<file path="src/rtl/rr_resource_scheduler.sv">
// -----------------------------------------------------------------------------
// rr_resource_scheduler
//
// Purpose:
//   Shares one downstream resource between N requesters in round-robin order.
//   A granted requester keeps ownership until it signals done or drops its
//   request. With the optional quota, it also loses ownership when it is
//   preempted. Every change of owner is followed by a one-cycle turnaround
//   gap, so grant is low for two cycles between owners.
//
// Optional feature:
//   GRANT_QUOTA_EN - when defined, an owner that has held the resource for
//   QUOTA cycles is preempted as soon as another requester is pending.
//   Preemption is reported as a one-cycle pulse on preempt.
//   When undefined, preempt is tied low and ownership is never forced off.
//
// Ports:
//   clk          in   rising-edge clock
//   reset        in   synchronous, active-high reset
//   req[N]       in   level request per requester
//   done         in   owner finished (only looked at while owning)
//   grant[N]     out  registered one-hot grant
//   grant_valid  out  high iff grant != 0
//   grant_idx    out  binary index of the owner, 0 when idle
//   preempt      out  one-cycle pulse in the gap that follows a quota release
//   state_dbg    out  current FSM state (0 IDLE, 1 OWN, 2 GAP)
//
// Handshake:
//   req is a level held for the whole ownership. grant follows req with one
//   cycle of latency. Ownership ends at the first edge that sees done=1 or
//   req[owner]=0. A release and a done on the same edge count as one release.
// -----------------------------------------------------------------------------
module rr_resource_scheduler #(
  parameter int N     = 4,
  parameter int IDX_W = 2,
  parameter int QUOTA = 8
) (
  input  logic             clk,
  input  logic             reset,
  input  logic [N-1:0]     req,
  input  logic             done,
  output logic [N-1:0]     grant,
  output logic             grant_valid,
  output logic [IDX_W-1:0] grant_idx,
  output logic             preempt,
  output logic [1:0]       state_dbg
);

  typedef enum logic [1:0] {
    IDLE = 2'd0,
    OWN  = 2'd1,
    GAP  = 2'd2
  } state_t;

  state_t state;

  // One-hot priority pointer: the search for the next owner starts here.
  logic [N-1:0] ptr;

  logic [IDX_W-1:0] ptr_idx;
  logic [IDX_W-1:0] win_idx;
  logic [IDX_W-1:0] cand;
  logic [N-1:0]     win_onehot;
  logic             win_found;
  int               pos;

  logic             owner_req;
  logic             release_now;
  logic             others_pending;
  logic             quota_hit;
  logic [N-1:0]     next_ptr;

  assign state_dbg = state;

  // Convert the one-hot pointer into a binary index.
  always_comb begin
    ptr_idx = '0;
    for (int i = 0; i < N; i++) begin
      if (ptr[i]) ptr_idx = IDX_W'(i);
    end
  end

  // Round-robin search: start at ptr_idx, walk toward the MSB, wrap to bit 0.
  always_comb begin
    win_idx   = '0;
    win_found = 1'b0;
    pos       = 0;
    cand      = '0;
    for (int i = 0; i < N; i++) begin
      pos = int'(ptr_idx) + i;
      if (pos >= N) pos = pos - N;
      cand = IDX_W'(pos);
      if (!win_found && req[cand]) begin
        win_found = 1'b1;
        win_idx   = cand;
      end
    end
  end

  assign win_onehot     = {{(N-1){1'b0}}, 1'b1} << win_idx;
  assign owner_req      = req[grant_idx];
  assign release_now    = done | ~owner_req;
  assign others_pending = |(req & ~grant);

  // The requester after the owner gets top priority next time.
  assign next_ptr = {grant[N-2:0], grant[N-1]};

`ifdef GRANT_QUOTA_EN
  localparam int CNT_W = $clog2(QUOTA);
  localparam logic [CNT_W-1:0] CNT_LAST = CNT_W'(QUOTA - 1);

  // Counts owned cycles. It saturates at QUOTA-1 while nobody else waits.
  logic [CNT_W-1:0] cnt;

  assign quota_hit = (cnt == CNT_LAST) && others_pending;
`else
  assign quota_hit = 1'b0;
  assign preempt   = 1'b0;
`endif

  always_ff @(posedge clk) begin
    if (reset) begin
      state       <= IDLE;
      grant       <= '0;
      grant_valid <= 1'b0;
      grant_idx   <= '0;
      ptr         <= {{(N-1){1'b0}}, 1'b1};
`ifdef GRANT_QUOTA_EN
      cnt         <= '0;
      preempt     <= 1'b0;
`endif
    end else begin
      case (state)
        IDLE: begin
`ifdef GRANT_QUOTA_EN
          preempt <= 1'b0;
`endif
          if (win_found) begin
            grant       <= win_onehot;
            grant_idx   <= win_idx;
            grant_valid <= 1'b1;
            state       <= OWN;
`ifdef GRANT_QUOTA_EN
            cnt         <= '0;
`endif
          end
        end

        OWN: begin
          if (release_now || quota_hit) begin
            grant       <= '0;
            grant_valid <= 1'b0;
            grant_idx   <= '0;
            ptr         <= next_ptr;
            state       <= GAP;
`ifdef GRANT_QUOTA_EN
            // A normal release masks the preemption report.
            preempt     <= quota_hit & ~release_now;
`endif
          end
`ifdef GRANT_QUOTA_EN
          else if (cnt != CNT_LAST) begin
            cnt <= cnt + 1'b1;
          end
`endif
        end

        GAP: begin
          state <= IDLE;
`ifdef GRANT_QUOTA_EN
          preempt <= 1'b0;
`endif
        end

        default: begin
          state <= IDLE;
        end
      endcase
    end
  end

endmodule

</file>
<file path="config.mk">
export PLATFORM = sky130hd
export DESIGN_NAME = rr_resource_scheduler
export DESIGN_NICKNAME = d
export VERILOG_FILES = /design/src/rtl/rr_resource_scheduler.sv
export SDC_FILE = /design/constraint.sdc
export NUM_CORES = 1
export LEC_CHECK = 0
export CAP_MARGIN = 20
export CORE_MARGIN = 1.5
export CORE_UTILIZATION = 49
export DETAILED_ROUTE_END_ITERATION = 12
export GPL_TIMING_DRIVEN = 0
export PLACE_DENSITY = 0.88
export SLEW_MARGIN = 0
export SYNTH_ARGS = -nofsm -noshare
export SYNTH_HDL_FRONTEND = slang
export SYNTH_SLANG_ARGS = --single-unit
export TNS_END_PERCENT = 30
</file>
<file path="constraint.sdc">
create_clock -name clk -period 2.4 [get_ports clk]
set_clock_uncertainty 0.1 [all_clocks]
set_input_delay 0.24 -clock clk [delete_from_list [all_inputs] [get_ports clk]]
set_output_delay 0.24 -clock clk [all_outputs]
set_load 0.01 [all_outputs]
</file>
==> impl_metrics.py <==
metrics = {
    "clock_tree": {
        "clock-sinks": 12,
        "clk_path_buf_depth": 2,
        "htreeDepth": 1,
        "cts_tree": "yes",
        "clk_pin_slew_ns": 0.07,
        "insertion_delay_ns": 0.27,
        "postCtsSetupBuffers": 0,
        "cts-resized-gates": 0,
        "cts_buffers": 3,
        "cts.hold.buffers_added": 0,
        "cts_root_buffer": "clkbuf_4",
    },
    "route": {
        "viasPerCell": 6.18,
        "initialDrtViolationCount": 31,
        "drt_drc_violations_left": 0,
        "firstDrtPassIters": 4,
        "via_count": 797,
        "drt-total-wl_mm": 1.97,
        "avgRoutedWirePerCell_um": 15.2,
        "drt.antenna.violating_nets": 0,
    },
    "logic_synthesis": {
        "synth_cells": 96,
        "netlist.area_leader.share_pct": 29.1,
        "synth-edff-count": 0,
        "synth_ff_type": "dfxtp_1",
        "syn_avg_cell_area_um2": 8.59,
        "ys_seq_elements": 12,
        "async_flop_share_pct": 0,
        "ys_types": 37,
        "syn-num-nets": 103,
        "yosysWarnings": 0,
        "ys_seq_area_share_pct": 29.1,
        "syn_area_um2": 825,
        "synth_area_leaders": "dfxtp_1 29%, mux2i_1 7.3%, nor2_1 5.5%",
        "yosysTopAreaCell": "dfxtp_1",
    },
    "grt": {
        "grt_pass1_vias": 713,
        "grt_first_pass_wirelength_mm": 3.07,
        "grt-ovfl-total": 0,
        "grtUsageTotal_pct": 20.9,
        "grt_start_max_net_pins": 11,
        "antenna_found_initial": 0,
    },
    "status": {
        "outcome": "complete, no violations",
    },
    "layout": {
        "area_growth_pct": 22.6,
        "antennaDiodeCount": 0,
        "mostFrequentLayoutCell": "clkdlybuf4s50_1",
        "finish.net_count": 121,
        "final_cell_mix": "13 x clkdlybuf4s50_1, 12 x nor2_1, 12 x dfxtp_1",
        "layout-drive-gt1-share_pct": 14.2,
        "instances_no_fill": 129,
    },
    "floorplan": {
        "rows": 14,
        "ioPinCount": 17,
        "design.die.area_um2": 1940,
        "start_util_pct": 53.5,
        "die_width_um": 44.0,
        "die_y_um": 44.0,
        "coreArea_um2": 1540,
    },
    "timing": {
        "fin_setup_tns_ns": 0,
        "setup_viol": 0,
        "whs_ns": 0.317,
        "slew_headroom_pct": 61.2,
        "period_share_pct": 85.6,
        "clock.fmax_mhz": 487,
        "rsz0062_at_grt": "no",
        "worst_pin_slew_ns": 0.574,
        "period_needed_ns": 2.05,
        "maxSlewViolCount": 0,
        "hold_violations": 0,
    },
    "placed_design": {
        "portBuffers": 13,
        "place_congestion": 0.791,
        "dp_hpwl_mm": 1.41,
        "dpl.cell_count": 125,
    },
    "worst_setup_path": {
        "r2r_slack_ns": 0.49,
        "worstSetupEndpointType": "flop",
        "required_ns": 2.44,
        "crit_arrival_ns": 2.10,
        "crit_path_start_kind": "input pin",
        "critPathKind": "input pin to flop",
        "r2r_cells": 5,
        "critPathMaxFanout": 10,
        "r2r-start": "grant_idx[0]",
        "reg2reg_to": "grant[3]",
    },
    "hold_path": {
        "hold_end": "grant_idx[0]",
        "hold_path_class": "input pin to flop",
        "holdPathStages": 4,
        "min_from": "req[3]",
    },
    "pwr": {
        "leakage_uw": 0.000394,
        "ir_worst_vdd_mv": 0.430,
        "power.density_nw_per_um2": 568,
    },
    "run": {
        "drv_cap": 0,
    },
}
## report_power, final
group / leakage (µW) / internal [µW] / switching, µW / total (µW)
clock: 0.0000210 / 92.2 / 66.7 / 159
combinational: 0.000275 / 88.2 / 94.6 / 183
sequential: 0.0000983 / 217 / 14.8 / 232
## worst max-delay path by stage
stage | startpoint | endpoint | cells after the start
floorplan | grant_idx[0] | grant[3] | 5
global placement | req[0] | grant[3] | 6
detailed placement | req[1] | grant[3] | 6
CTS | req[1] | grant[3] | 6
global route | req[1] | grant[1] | 6
finish | req[1] | grant[3] | 6
## state kept, by name, summed over array words and instances (netlist names)
register / count
ptr: 3
state_dbg: 2
grant_idx: 2
grant_valid: 1
grant: 4
## per-stage QoR
stage          setup slack [ns]  total power (µW)  util (%)  cell area, µm²
2_1_floorplan             0.628               350         -             825
6_report                  0.346               574      65.6            1010
4_1_cts                   0.347               575      65.6            1010
3_3_place_gp              0.154               410      63.2             975
3_5_place_dp              0.106               416      63.2             975
5_1_grt                   0.265               600      65.6            1010
## kinds of logic after synthesis
logic type | synth area share [%]
other | 0.455
and+or+nand+nor | 20.3
muxes | 10.5
AOI/OAI and AO/OA | 30.5
DFF | 29.1
buffers and inverters | 9.10
## synth_stat cells, types with 2 or more instances
library cell	number
clkbuf_1	2
or2_2	2
inv_1	6
dfxtp_1	12
nor2_1	12
o211ai_1	2
a21oi_1	6
buf_4	3
buf_6	2
o21ai_0	7
o41ai_1	4
nor3b_1	4
nor2b_1	3
nand2b_1	2
mux2i_1	6
nor3_1	2
## critical path, cell delays in order
cell,delay [ns]
clkdlybuf4s50_1,0.54
mux4_1,0.63
a21oi_4,0.34
nor2_1,0.12
o211ai_1,0.12
o41ai_1,0.09
## cell type report
| cell class | count | area, µm² |
|---|---|---|
| sequential | 12 | 240 |
| fill | 133 | 531 |
| tap | 16 | 20.0 |
| multi-input combinational | 71 | 509 |
| clock buffer | 4 | 36.3 |
| buffer | 7 | 52.6 |
| inverter | 6 | 22.5 |
| timing repair buffer | 13 | 130 |
## per-layer routing
layer / part of all wire [%] / global-route usage, % / vias to the layer above
li1: - / - / 394
met1: 47 / 26.6 / 377
met2: 47 / 35.9 / 24
met3: 4.8 / 1.22 / 2
met4: 0.81 / 10.3 / 0
met5: 0 / 0 / -
Power figures use the tool's default switching activity.
